===== src/rtl/hexagon_render_pkg.sv =====
// Shared constants for the hexagon renderer's DDR write path: widths, arbiter FSM encoding
// and the round-robin pointer helper.
package hexagon_render_pkg;

   localparam int unsigned DDR_ADDR_W  = 32;
   localparam int unsigned PIX_CNT_W   = 32;
   localparam int unsigned MAX_NUM_REQ = 8;
   localparam int unsigned GRANT_IDX_W = $clog2(MAX_NUM_REQ);

   localparam logic [1:0] StIdle = 2'd0;
   localparam logic [1:0] StBusy = 2'd1;
   localparam logic [1:0] StGap  = 2'd2;

   // Next round-robin start position after a grant, wrapping at num_req.
   function automatic logic [GRANT_IDX_W-1:0] rr_next(input logic [GRANT_IDX_W-1:0] idx,
                                                      input int unsigned num_req);
      if (32'(idx) + 32'd1 >= num_req) return '0;
      return idx + GRANT_IDX_W'(1);
   endfunction

endpackage


===== src/rtl/ddr_write_arbiter_if.sv =====
// Bundle of draw-engine request slices and the DDR burst-master handshake seen by the arbiter.
interface ddr_write_arbiter_if #(
   parameter int unsigned NUM_REQ = 4
);
   logic [NUM_REQ-1:0]                                  req_txn_init;
   logic [hexagon_render_pkg::DDR_ADDR_W*NUM_REQ-1:0]   req_offset_addr;
   logic [hexagon_render_pkg::PIX_CNT_W*NUM_REQ-1:0]    req_pixel_count;
   logic [NUM_REQ-1:0]                                  req_txn_done;
   logic                                                m_txn_init;
   logic                                                m_txn_done;
   logic [hexagon_render_pkg::DDR_ADDR_W-1:0]           m_offset_addr;
   logic [hexagon_render_pkg::PIX_CNT_W-1:0]            m_pixel_count;
   logic [hexagon_render_pkg::GRANT_IDX_W-1:0]          grant_idx;
   logic                                                busy;
   logic                                                timeout_err;

   // Arbiter side.
   modport slave (
      input  req_txn_init, req_offset_addr, req_pixel_count, m_txn_done,
      output req_txn_done, m_txn_init, m_offset_addr, m_pixel_count, grant_idx, busy,
             timeout_err
   );

   // Engines plus DDR master side.
   modport master (
      output req_txn_init, req_offset_addr, req_pixel_count, m_txn_done,
      input  req_txn_done, m_txn_init, m_offset_addr, m_pixel_count, grant_idx, busy,
             timeout_err
   );
endinterface


===== src/rtl/rr_priority_picker.sv =====
// Combinational round-robin picker: first set request at or after rr_ptr, wrapping.
module rr_priority_picker
   import hexagon_render_pkg::*;
#(
   parameter int unsigned NUM_REQ = 4
) (
   input  logic [NUM_REQ-1:0]     req_i,
   input  logic [GRANT_IDX_W-1:0] rr_ptr_i,
   output logic [NUM_REQ-1:0]     win_oh_o,
   output logic [GRANT_IDX_W-1:0] win_idx_o,
   output logic                   valid_o
);
   localparam int unsigned IdxW = (NUM_REQ > 1) ? $clog2(NUM_REQ) : 1;

   logic            found;
   logic [IdxW-1:0] idx;

   always_comb begin
      win_oh_o  = '0;
      win_idx_o = '0;
      found     = 1'b0;
      idx       = '0;
      for (int unsigned k = 0; k < NUM_REQ; k++) begin
         idx = IdxW'((32'(rr_ptr_i) + k) % NUM_REQ);
         if (!found && req_i[idx]) begin
            found         = 1'b1;
            win_oh_o[idx] = 1'b1;
            win_idx_o     = GRANT_IDX_W'(idx);
         end
      end
   end

   assign valid_o = found;

endmodule


===== src/rtl/ddr_write_arbiter.sv =====
// Round-robin arbiter sharing one DDR burst-write master between the frame draw engines;
// latches the winner's offset/count and routes the completion pulse back to it.
module ddr_write_arbiter
   import hexagon_render_pkg::*;
#(
   parameter int unsigned NUM_REQ        = 4,
   parameter int unsigned TIMEOUT_CYCLES = 65536
) (
   input logic                clk100,
   input logic                resetn,
   ddr_write_arbiter_if.slave bus
);
   localparam int unsigned     CntW   = $clog2(TIMEOUT_CYCLES);
   localparam logic [CntW-1:0] CntMax = '1;

   logic [1:0]             state_q, state_d;
   logic [GRANT_IDX_W-1:0] grant_q, grant_d;
   logic [GRANT_IDX_W-1:0] rr_ptr_q, rr_ptr_d;
   logic                   m_init_q, m_init_d;
   logic [DDR_ADDR_W-1:0]  addr_q, addr_d;
   logic [PIX_CNT_W-1:0]   pix_q, pix_d;
   logic [CntW-1:0]        cnt_q, cnt_d;
   logic                   tout_q, tout_d;

   logic [NUM_REQ-1:0]     pick_oh;
   logic [GRANT_IDX_W-1:0] pick_idx;
   logic                   pick_valid;
   logic [NUM_REQ-1:0]     done_vec;

   rr_priority_picker #(
      .NUM_REQ (NUM_REQ)
   ) u_picker (
      .req_i     (bus.req_txn_init),
      .rr_ptr_i  (rr_ptr_q),
      .win_oh_o  (pick_oh),
      .win_idx_o (pick_idx),
      .valid_o   (pick_valid)
   );

   always_comb begin
      state_d  = state_q;
      grant_d  = grant_q;
      rr_ptr_d = rr_ptr_q;
      m_init_d = m_init_q;
      addr_d   = addr_q;
      pix_d    = pix_q;
      cnt_d    = cnt_q;
      tout_d   = tout_q;
      case (state_q)
         StIdle: begin
            if (pick_valid) begin
               grant_d  = pick_idx;
               for (int unsigned i = 0; i < NUM_REQ; i++) begin
                  if (pick_oh[i]) begin
                     addr_d = bus.req_offset_addr[DDR_ADDR_W*i +: DDR_ADDR_W];
                     pix_d  = bus.req_pixel_count[PIX_CNT_W*i +: PIX_CNT_W];
                  end
               end
               m_init_d = 1'b1;
               cnt_d    = '0;
               state_d  = StBusy;
            end
         end
         StBusy: begin
            // Saturating: the error flag is sticky and the wait never aborts.
            cnt_d = (cnt_q == CntMax) ? cnt_q : cnt_q + CntW'(1);
            if (cnt_d == CntMax) tout_d = 1'b1;
            if (bus.m_txn_done) begin
               m_init_d = 1'b0;
               rr_ptr_d = rr_next(grant_q, NUM_REQ);
               state_d  = StGap;
            end
         end
         StGap:   state_d = StIdle;
         default: state_d = StIdle;
      endcase
   end

   always_comb begin
      done_vec = '0;
      for (int unsigned i = 0; i < NUM_REQ; i++) begin
         done_vec[i] = (state_q == StBusy) && bus.m_txn_done && (grant_q == GRANT_IDX_W'(i));
      end
   end

   always_ff @(posedge clk100 or negedge resetn) begin
      if (!resetn) begin
         state_q  <= StIdle;
         grant_q  <= '0;
         rr_ptr_q <= '0;
         m_init_q <= 1'b0;
         addr_q   <= '0;
         pix_q    <= '0;
         cnt_q    <= '0;
         tout_q   <= 1'b0;
      end else begin
         state_q  <= state_d;
         grant_q  <= grant_d;
         rr_ptr_q <= rr_ptr_d;
         m_init_q <= m_init_d;
         addr_q   <= addr_d;
         pix_q    <= pix_d;
         cnt_q    <= cnt_d;
         tout_q   <= tout_d;
      end
   end

   assign bus.req_txn_done  = done_vec;
   assign bus.m_txn_init    = m_init_q;
   assign bus.m_offset_addr = addr_q;
   assign bus.m_pixel_count = pix_q;
   assign bus.grant_idx     = grant_q;
   assign bus.busy          = (state_q == StBusy);
   assign bus.timeout_err   = tout_q;

endmodule


===== src/flat_wrapper.sv =====
// flat-port wrapper written by rule: the top's interface ports become plain ports
module ddr_write_arbiter_flat import hexagon_render_pkg::*;
#(
   parameter int unsigned NUM_REQ        = 4,
   parameter int unsigned TIMEOUT_CYCLES = 65536
)
  (clk100, resetn, bus_req_txn_init, bus_req_offset_addr, bus_req_pixel_count, bus_m_txn_done, bus_req_txn_done, bus_m_txn_init, bus_m_offset_addr, bus_m_pixel_count, bus_grant_idx, bus_busy, bus_timeout_err);
  ddr_write_arbiter_if #(.NUM_REQ(NUM_REQ)) bus_i ();
  input logic clk100;
  input logic resetn;
  input wire logic [$bits(bus_i.req_txn_init)-1:0] bus_req_txn_init;
  input wire logic [$bits(bus_i.req_offset_addr)-1:0] bus_req_offset_addr;
  input wire logic [$bits(bus_i.req_pixel_count)-1:0] bus_req_pixel_count;
  input wire logic [$bits(bus_i.m_txn_done)-1:0] bus_m_txn_done;
  output wire logic [$bits(bus_i.req_txn_done)-1:0] bus_req_txn_done;
  output wire logic [$bits(bus_i.m_txn_init)-1:0] bus_m_txn_init;
  output wire logic [$bits(bus_i.m_offset_addr)-1:0] bus_m_offset_addr;
  output wire logic [$bits(bus_i.m_pixel_count)-1:0] bus_m_pixel_count;
  output wire logic [$bits(bus_i.grant_idx)-1:0] bus_grant_idx;
  output wire logic [$bits(bus_i.busy)-1:0] bus_busy;
  output wire logic [$bits(bus_i.timeout_err)-1:0] bus_timeout_err;
  assign bus_i.req_txn_init = bus_req_txn_init;
  assign bus_i.req_offset_addr = bus_req_offset_addr;
  assign bus_i.req_pixel_count = bus_req_pixel_count;
  assign bus_i.m_txn_done = bus_m_txn_done;
  assign bus_req_txn_done = bus_i.req_txn_done;
  assign bus_m_txn_init = bus_i.m_txn_init;
  assign bus_m_offset_addr = bus_i.m_offset_addr;
  assign bus_m_pixel_count = bus_i.m_pixel_count;
  assign bus_grant_idx = bus_i.grant_idx;
  assign bus_busy = bus_i.busy;
  assign bus_timeout_err = bus_i.timeout_err;
  ddr_write_arbiter #(.NUM_REQ(NUM_REQ), .TIMEOUT_CYCLES(TIMEOUT_CYCLES)) u_core (.clk100(clk100), .resetn(resetn), .bus(bus_i));
endmodule

===== config.mk =====
export PLATFORM = sky130hd
export DESIGN_NAME = ddr_write_arbiter_flat
export DESIGN_NICKNAME = d
export VERILOG_FILES = /design/src/rtl/hexagon_render_pkg.sv /design/src/rtl/ddr_write_arbiter_if.sv /design/src/rtl/rr_priority_picker.sv /design/src/rtl/ddr_write_arbiter.sv /design/src/flat_wrapper.sv
export SDC_FILE = /design/constraint.sdc
export NUM_CORES = 1
export LEC_CHECK = 0
export ABC_AREA = 1
export BUFFER_PORTS_ARGS = -buffer_cell sky130_fd_sc_hd__buf_4
export CAP_MARGIN = 15
export CORE_MARGIN = 5
export CORE_UTILIZATION = 40
export DETAILED_ROUTE_END_ITERATION = 7
export PLACE_DENSITY = 0.78
export SLEW_MARGIN = 20
export SYNTH_ARGS = -nofsm -noshare
export SYNTH_HDL_FRONTEND = slang
export SYNTH_SLANG_ARGS = --single-unit

===== constraint.sdc =====
create_clock -name clk100 -period 2.95 [get_ports clk100]
set_input_delay 0.59 -clock clk100 [delete_from_list [all_inputs] [get_ports clk100]]
set_output_delay 0.59 -clock clk100 [all_outputs]
set_load 0.02 [all_outputs]

==> impl_metrics.ini, run 1 <==
[run_status]
status = complete, no violations

[synth]
syn_area_um2 = 7030
synthArstFlopShare = 1.00
synth.most_common_cell = nand2_1
syn_nets = 1437
ys_warn_count = 0
synth_area_per_cell_um2 = 6.04
synthTopCellsByCount = 389 x nand2_1, 229 x inv_1, 216 x nand3_1, 88 x dfrtp_1, 72 x a21oi_1
yosys.area.top_type = dfrtp_1
synth_edf_count = 0
synth_cells = 1163
ys_top_cells_by_area = dfrtp_1 31%, nand2_1 21%, nand3_1 15%
yosysUniqueCellTypes = 32
synth_top_area_frac = 0.313
ys.flop_type = dfrtp_1
ys_ff_latch = 88
ys_seq_area_frac = 0.313

[cells_and_area]
nFillCells = 1694
num-nets-final = 1744
num_antenna_cells = 0
layout-drive-gt1-share = 0.273
syn2layout_area_growth_pct = 43.1

[setup_path]
cp-startpoint = u_core.rr_ptr_q[1]$_DFFE_PN0P_
end_kind = output pin
cp.arrival_ns = 2.19
crit_required_ns = 2.36
crit_fanout = 6
crit_type = register to output pin
regToRegStartpoint = u_core.rr_ptr_q[1]$_DFFE_PN0P_
worstReg2RegEnd = u_core.bus.m_offset_addr[3]$_DFFE_PN0P_
start_kind = register
reg2reg_slack_ns = 0.45
r2r_cells = 16

[floorplanning]
coreArea_um2 = 17200
rows = 48
io_pins = 337
die_w_um = 143
dieArea_um2 = 20300
initial_core_util = 0.408
die_h_um = 143

[cts]
insertion_delay_ns = 0.34
cts_num_sinks = 88
cts-buffers-inserted = 9
cts.path.max_buffers = 2
ctsHoldBuffers = 0
cts_tree = yes
htreeDepth = 3
clk_pin_slew_ns = 0.06
cts_root_buf = clkbuf_16

[sta]
worst_clock_skew_ns = 0.00963
fin_crit_ns = 2.78
relSlewSlack = 0.612
setup_viol = 0
max_freq_mhz = 359
max_slew.worst_pin.slew_ns = 0.582
hold_viol_final = 0
final-max-slew-violation-count = 0
fin_setup_tns_ns = 0
fin_crit_sh = 0.943

[pwr]
powerDensity_nw_per_um2 = 1290
fin_total_pwr_w = 0.0129
ir_worst_vdd_mv = 1.39
leakage_nw = 5.99

[routing]
drc = 0
drt_pass1_iterations = 5
antenna_left = 0
via_per_inst = 4.92
num_vias = 8365
wl_per_cell_um = 15.8
drt_first_iter_violations = 629
drt_wl_total_um = 26900

[place]
hpwl_um = 20000
port_buffers = 335
gp_congestion = 0.990

[global_routing]
grt-ovfl-total = 0
grt_pass1_vias = 7625
antenna_found_initial = 0
grt_max_degree = 83
grt_usage = 0.248
grt_pass1_wl_um = 40500

[run]
cap_violations = 0

[hold_path]
hp-class = input port to async pin
## flip-flops by register name (all words and copies together), names as in the netlist
signal	flops
u_core.bus.m_pixel_count	32
u_core.bus.timeout_err	1
u_core.state_q	2
u_core.bus.grant_idx	2
u_core.bus.m_offset_addr	32
u_core.cnt_q	16
u_core.bus.m_txn_init	1
u_core.rr_ptr_q	2
## per-layer routing
layer  up-vias  part of all wire  track usage
li1       4189                 -            -
met1      3797              0.41        0.333
met2       339              0.49        0.421
met3        40             0.073       0.0316
met4         0             0.021       0.0700
met5         -                 0            0
## cells by family (layout without fill, tap and decap cells)
logic type,count (synthesis),after routing,synth area share
other,1,1,0.000534
DFF,88,88,0.313
adders and majority gates,11,11,0.0196
and+or+nand+nor,653,653,0.399
buffers and inverters,299,610,0.178
xor gates and xnor gates,10,10,0.0125
AOI/OAI and AO/OA,101,101,0.0771
## where the power goes
group | internal, W | leakage, nW | switching, W | total, W
Sequential | 0.00179 | 1.11 | 0.000287 | 0.00207
Combinational | 0.00336 | 4.74 | 0.00635 | 0.00971
Clock | 0.000653 | 0.135 | 0.000493 | 0.00115
## worst max path at each step
stage and endpoint:
5_1_grt bus_req_txn_done[0], 4_1_cts bus_req_txn_done[0], 3_3_place_gp bus_req_txn_done[2], 3_5_place_dp bus_req_txn_done[0], 6_report bus_req_txn_done[0], 2_1_floorplan bus_req_txn_done[0]
## through the flow
stage / hold slack, ns / cells / instance area (µm²) / utilization / worst slack (ns)
2_1_floorplan: 0.294 / 1163 / 7030 / - / 0.110
5_1_grt: 0.293 / 1699 / 10100 / 0.583 / -0.00447
4_1_cts: 0.264 / 1697 / 10000 / 0.581 / 0.0603
3_3_place_gp: 0.459 / 1681 / 9700 / 0.563 / 0.176
6_report: 0.249 / 1699 / 10100 / 0.583 / 0.168
3_5_place_dp: 0.460 / 1681 / 9700 / 0.563 / 0.0920
## cells in the final DEF, fill, tap and decap left out, drive strengths merged, types with 2 or more instances in the layout
cell,Yosys,routed
clkbuf,8,10
xor2,9,9
nand2,391,391
a22o,2,2
nor2,30,30
clkinvlp,0,2
nand4,5,5
nand3,218,218
ha,11,11
nor3,7,7
nand3b,2,2
clkinv,1,3
a21oi,73,73
o21ai,18,18
buf,56,360
o22ai,4,4
inv,234,234
dfrtp,88,88
## area by class of cell
cell class | count | area [µm²] | area share
clock inverters | 5 | 58.8 | 0.00585
repair buffers | 360 | 2770 | 0.275
multi-input cells | 776 | 3630 | 0.362
well taps | 225 | 282 | 0.0280
inverters | 235 | 882 | 0.0877
clock buffers | 10 | 229 | 0.0228
flip-flops and latches | 88 | 2200 | 0.219
## worst max-delay path, stage by stage, from the launching register on
cell	delay, ns
dfrtp_1	0.39
inv_2	0.13
ha_4	0.23
inv_1	0.09
nand2_1	0.08
nand2_2	0.10
inv_1	0.06
nand3_2	0.07
nand2_2	0.09
inv_2	0.10
nor2_4	0.05
nor2_4	0.13
inv_2	0.07
nor2_1	0.10
buf_4	0.15
## timing repair
| action | in CTS | in global routing |
|---|---|---|
| setup buffers | 1 | 2 |
| pin swaps | 1 | 2 |
| gates cloned | 0 | 0 |
| setup endpoints to repair | 4 | 4 |
| resized for setup | 5 | 6 |
Power figures use the tool's default switching activity.
==> inputs of run 2 (changes only) <==
--- a/config.mk
+++ b/config.mk
@@ -12,6 +12,7 @@
 export CORE_UTILIZATION = 40
 export DETAILED_ROUTE_END_ITERATION = 7
 export PLACE_DENSITY = 0.78
+export RECOVER_POWER = 100
 export SLEW_MARGIN = 20
 export SYNTH_ARGS = -nofsm -noshare
 export SYNTH_HDL_FRONTEND = slang
==> constraint.sdc (replaced) <==
create_clock -name clk100 -period 2.95 [get_ports clk100]
set_input_delay 0.59 -clock clk100 [delete_from_list [all_inputs] [get_ports clk100]]
set_output_delay 0.59 -clock clk100 [all_outputs]
set_load 0.05 [all_outputs]
==> run 2 against run 1 <==
Against the previous run: via count is 1.5% higher; die area stayed put; sequential power hardly changed; first-iteration DRC count is 2.2% lower; utilization is 0.89 points lower; total power is 7.7% higher; critical path depth stayed put; clock skew is 0.0018 ns lower; clock power hardly changed; global-route usage is 0.65 points higher; sequential share of layout area is 0.34 points higher; register-to-register slack worse by 0.14 ns; critical endpoint is now bus_req_txn_done[2]; largest cell class unchanged.
==> impl_metrics.ini, run 2 (synthesized netlist as in run 1, its figures left out) <==
[run_status]
status = complete, no violations

[sta]
max_freq_mhz = 356
relSlewSlack = 0.165
setup_viol = 0
fin_crit_sh = 0.953
worst_clock_skew_ns = 0.00787
final-max-slew-violation-count = 0
holdWs_ns = 0.428
fin_crit_ns = 2.81
setup_slack_ns = 0.139
max_slew.worst_pin.slew_ns = 1.25
hold_viol_final = 0

[pwr]
p_int_w = 0.00564
power_switching_w = 0.00829
powerDensity_nw_per_um2 = 1410
p_comb_frac = 0.766
leakage_nw = 5.78
ir_worst_vdd_mv = 1.09
fin_total_pwr_w = 0.0139
clock_power_share = 0.084
seqPwrFrac = 0.150
sw_frac_of_total = 0.595

[cells_and_area]
layout_commonest_cell = nand2_1
final_cell_mix = 385 x nand2_1, 283 x buf_4, 228 x inv_1
syn2layout_area_growth_pct = 40.9
final_area_um2 = 9900
layout-drive-gt1-share = 0.231
num-nets-final = 1748
multi_input_area_um2 = 3650
nFillCells = 1737
num_antenna_cells = 0
seqCellArea_um2 = 2200
finalCoreUtilization = 0.574

[floorplanning]
die_h_um = 143
die_w_um = 143
coreArea_um2 = 17200
io_pins = 337
rows = 48
dieArea_um2 = 20300
initial_core_util = 0.408

[setup_path]
start_kind = register
worstReg2RegEnd = u_core.bus.m_offset_addr[23]$_DFFE_PN0P_
reg2reg_slack_ns = 0.31
end_kind = output pin
crit_type = register to output pin
crit_required_ns = 2.36
crit_fanout = 8
cp.arrival_ns = 2.22
r2r_cells = 16
regToRegStartpoint = u_core.rr_ptr_q[0]$_DFFE_PN0P_
cp-startpoint = u_core.rr_ptr_q[0]$_DFFE_PN0P_

[run]
cap_violations = 0

[routing]
wl_per_cell_um = 16.0
num_vias = 8493
drt_wl_total_um = 27300
drt_first_iter_violations = 615
drt_pass1_iterations = 5
via_per_inst = 4.98
antenna_left = 0
drc = 0

[place]
port_buffers = 335
post-place-ws_ns = 0.128
hpwl_um = 20100
placed_area_um2 = 9740
gp_congestion = 0.959

[global_routing]
grt_usage = 0.255
grt_pass1_wl_um = 41400
grt-ovfl-total = 0
grt_pass1_vias = 7940
antenna_found_initial = 0
grt_max_degree = 82

[cts]
cts_root_buf = clkbuf_16
insertion_delay_ns = 0.34
htreeDepth = 3
cts.path.max_buffers = 2
ctsHoldBuffers = 0
cts_num_sinks = 88
cts-buffers-inserted = 9
clk_pin_slew_ns = 0.07
cts_tree = yes

[hold_path]
hp-class = input port to async pin
-- run 2: critical path, cell delays in order, from the launching register on --
cell and delay (ns):
dfrtp_1 0.40, inv_4 0.11, ha_4 0.22, inv_1 0.09
nand2_1 0.07, nand2_2 0.11, inv_1 0.06, nand3_2 0.07
nand2_2 0.09, inv_4 0.09, nor2_4 0.04, nor2_2 0.14
inv_2 0.10, nor2_2 0.11, buf_6 0.16
-- run 2: repair_timing --
action                                  in CTS  in global routing
endpoints found under the setup margin       4                  4
buffers inserted                             1                  7
resized for setup                            7                 12
pin swaps                                    1                  4
-- run 2: metal layers --
layer	vias to the layer above	track usage	wire length, µm	share of wire
met5	-	0	0	0
met4	0	0.100	1060	0.039
met3	66	0.0504	2220	0.082
met2	377	0.430	13300	0.49
met1	3862	0.321	10700	0.39
li1	4188	-	-	-
-- run 2: power by group through the flow --
stage          sequential, W  combinational, W  clock, W
6_report             0.00209            0.0107   0.00117
5_1_grt              0.00215            0.0117   0.00125
4_1_cts              0.00210            0.0109   0.00120
3_5_place_dp         0.00211            0.0108         0
3_3_place_gp         0.00211            0.0106         0
2_1_floorplan        0.00363           0.00621         0
-- run 2: cell type report --
cell class,count,share of cell area
clock buffer,13,0.0263
multi-input combinational,776,0.369
inverter,235,0.0896
timing repair buffer,364,0.260
tap,225,0.0284
sequential,88,0.222
clock inverter,3,0.00404
-- run 2: how the worst max path moves through the flow --
stage / endpoint / slack [ns] / depth (start not counted)
3_3_place_gp: bus_req_txn_done[2] / 0.21 / 13
5_1_grt: bus_req_txn_done[3] / -0.005 / 14
4_1_cts: bus_req_txn_done[2] / 0.006 / 14
2_1_floorplan: bus_req_txn_done[0] / -0.06 / 12
6_report: bus_req_txn_done[2] / 0.14 / 14
3_5_place_dp: bus_req_txn_done[2] / 0.13 / 13
-- run 2: through the flow --
| step | instances | TNS [ns] |
|---|---|---|
| after global placement | 1680 | 0 |
| after CTS | 1697 | 0 |
| after global routing | 1704 | -0.00758 |
| after floorplan | 1163 | -0.254 |
| after detailed placement | 1680 | 0 |
| final | 1704 | 0 |
==> inputs of run 3 (changes only) <==
--- a/config.mk
+++ b/config.mk
@@ -5,7 +5,6 @@
 export SDC_FILE = /design/constraint.sdc
 export NUM_CORES = 1
 export LEC_CHECK = 0
-export ABC_AREA = 1
 export BUFFER_PORTS_ARGS = -buffer_cell sky130_fd_sc_hd__buf_4
 export CAP_MARGIN = 15
 export CORE_MARGIN = 5
==> constraint.sdc (replaced) <==
create_clock -name clk100 -period 2.95 [get_ports clk100]
set_input_delay 0.59 -clock clk100 [delete_from_list [all_inputs] [get_ports clk100]]
set_output_delay 0.59 -clock clk100 [all_outputs]
set_load 0.005 [all_outputs]
==> run 3 against run 2 <==
Against the previous run: worst setup slack worse by 0.0020 ns; total power is 20% lower; critical path depth is 5 lower; fmax hardly changed; critical endpoint is now u_core.bus.m_pixel_count[18]$_DFFE_PN0P_; cell area is 2.0% higher; sequential power hardly changed; count of clock-buffer cells in the layout is 2 lower; sequential share of layout area is 0.44 points lower; non-clock buffer count is 13 higher.
==> impl_metrics.ini, run 3 <==
[run_status]
status = complete, no violations

[floorplanning]
die_w_um = 143
io_pins = 337
rows = 48
initial_core_util = 0.409
coreArea_um2 = 17300
dieArea_um2 = 20400
die_h_um = 143

[cts]
cts_num_sinks = 88
cts_root_buf = clkbuf_16
cts.path.max_buffers = 2
clk_pin_slew_ns = 0.07
cts-buffers-inserted = 9
cts_setup_buffers = 0
cts_tree = yes
cts_resized = 0
htreeDepth = 3
ctsHoldBuffers = 0
insertion_delay_ns = 0.35

[synth]
yosys.area.top_type = dfrtp_1
synth_top_area_frac = 0.311
synthArstFlopShare = 1.00
ys.flop_type = dfrtp_1
ys_seq_area_frac = 0.311
synth_edf_count = 0
ys_warn_count = 0
ys_ff_latch = 88
syn_area_um2 = 7070
synth_area_per_cell_um2 = 8.45
ys_top_cells_by_area = dfrtp_1 31%, a32oi_1 7.9%, o311ai_1 7.9%
yosysUniqueCellTypes = 54
synth.most_common_cell = dfrtp_1
synth_cells = 837
synthTopCellsByCount = 88 x dfrtp_1, 87 x a21oi_1, 77 x inv_1, 71 x and3_1, 65 x o21bai_1
syn_nets = 1111

[global_routing]
antenna_found_initial = 2
grt_usage = 0.266
grt_pass1_wl_um = 43700
grt_max_degree = 79
grt-ovfl-total = 0
grt_pass1_vias = 7992

[routing]
drt_first_iter_violations = 749
drt_pass1_iterations = 5
antenna_left = 0
drt_wl_total_um = 29000
drc = 0
wl_per_cell_um = 21.3
num_vias = 8259
via_per_inst = 6.07

[cells_and_area]
num_antenna_cells = 0
syn2layout_area_growth_pct = 42.7
final_cell_mix = 284 x buf_4, 88 x dfrtp_1, 85 x a21oi_1
nFillCells = 1600
final_area_um2 = 10100
layout_commonest_cell = buf_4
layout-drive-gt1-share = 0.336
num-nets-final = 1404

[sta]
hold_viol_final = 0
worst_clock_skew_ns = 0.00890
relSlewSlack = 0.156
setup_viol = 0
final-max-slew-violation-count = 0
grt_setup_unrepaired = true
holdWs_ns = 0.450
max_freq_mhz = 355
fin_crit_sh = 0.954
fin_crit_ns = 2.81
max_slew.worst_pin.slew_ns = 1.27

[setup_path]
cp.arrival_ns = 3.02
r2r_cells = 9
crit_type = register to register
regToRegStartpoint = u_core.rr_ptr_q[0]$_DFFE_PN0P_
end_kind = register
cp-startpoint = u_core.rr_ptr_q[0]$_DFFE_PN0P_
crit_fanout = 19
crit_required_ns = 3.16
reg2reg_slack_ns = 0.14
start_kind = register

[pwr]
powerDensity_nw_per_um2 = 1110
ir_worst_vdd_mv = 0.710
fin_total_pwr_w = 0.0112
leakage_nw = 4.91

[place]
hpwl_um = 21400
gp_congestion = 0.957
port_buffers = 335
placed_area_um2 = 9910

[hold_path]
hp-start = bus_m_txn_done
hp-class = input port to register
hold-path-cell-count = 2

[run]
cap_violations = 0
run 3: through the flow:
step	setup TNS (ns)	setup WS, ns	utilization	cells
global route	-0.0181	-0.0156	0.584	1360
floorplan	0	0.175	-	837
finish	0	0.137	0.584	1360
global placement	0	0.0764	0.573	1344
detailed placement	0	0.0394	0.573	1344
CTS	0	0.139	0.591	1360
run 3: worst paths after layout:
kind,end
min in group asynchronous,u_core.cnt_q[8]$_DFFE_PN0P_
worst min-delay path,u_core.state_q[0]$_DFFE_PN0N_
max in group asynchronous,u_core.bus.m_offset_addr[25]$_DFFE_PN0P_
worst min register to register,u_core.bus.timeout_err$_DFFE_PN0P_
worst max register to register,u_core.bus.m_pixel_count[18]$_DFFE_PN0P_
worst max-delay path,u_core.bus.m_pixel_count[18]$_DFFE_PN0P_
run 3: per-layer routing:
| layer | up-vias | GRT usage | part of all wire |
|---|---|---|---|
| met5 | - | 0 | 0.00090 |
| met4 | 4 | 0.112 | 0.036 |
| li1 | 3773 | - | - |
| met1 | 3922 | 0.355 | 0.39 |
| met2 | 491 | 0.422 | 0.47 |
| met3 | 69 | 0.0526 | 0.095 |
run 3: worst max-delay path: stages (launching register included):
cell and delay, ns:
dfrtp_1 0.35, inv_1 0.06, ha_1 0.37, mux4_2 0.38
nor4b_4 0.18, and2_2 0.23, or2_2 0.35, buf_4 0.23
o311ai_1 0.35, a32oi_1 0.16
run 3: report_power, final:
part / switching (W) / leakage, nW / internal [W]
sequential: 0.000331 / 1.02 / 0.00175
combinational: 0.00458 / 3.73 / 0.00331
clock: 0.000531 / 0.157 / 0.000710
run 3: area by class of cell:
type / count / area, µm² / area share
inverter: 78 / 293 / 0.0290
sequential: 88 / 2200 / 0.218
timing repair buffer: 377 / 2880 / 0.285
multi-input combinational: 576 / 4130 / 0.409
clock buffer: 11 / 253 / 0.0250
tap: 225 / 282 / 0.0279
clock inverter: 5 / 61.3 / 0.00607
run 3: logic make-up (layout without fill, tap and decap cells):
| logic type | Yosys count | count (layout) | synth area share |
|---|---|---|---|
| fa+ha+maj | 11 | 11 | 0.0195 |
| other cells | 1 | 1 | 0.000530 |
| simple gates | 156 | 156 | 0.126 |
| xor+xnor | 1 | 1 | 0.00124 |
| flops | 88 | 88 | 0.311 |
| compound gates | 400 | 400 | 0.413 |
| buf+inv | 173 | 471 | 0.111 |
| mux | 7 | 7 | 0.0172 |
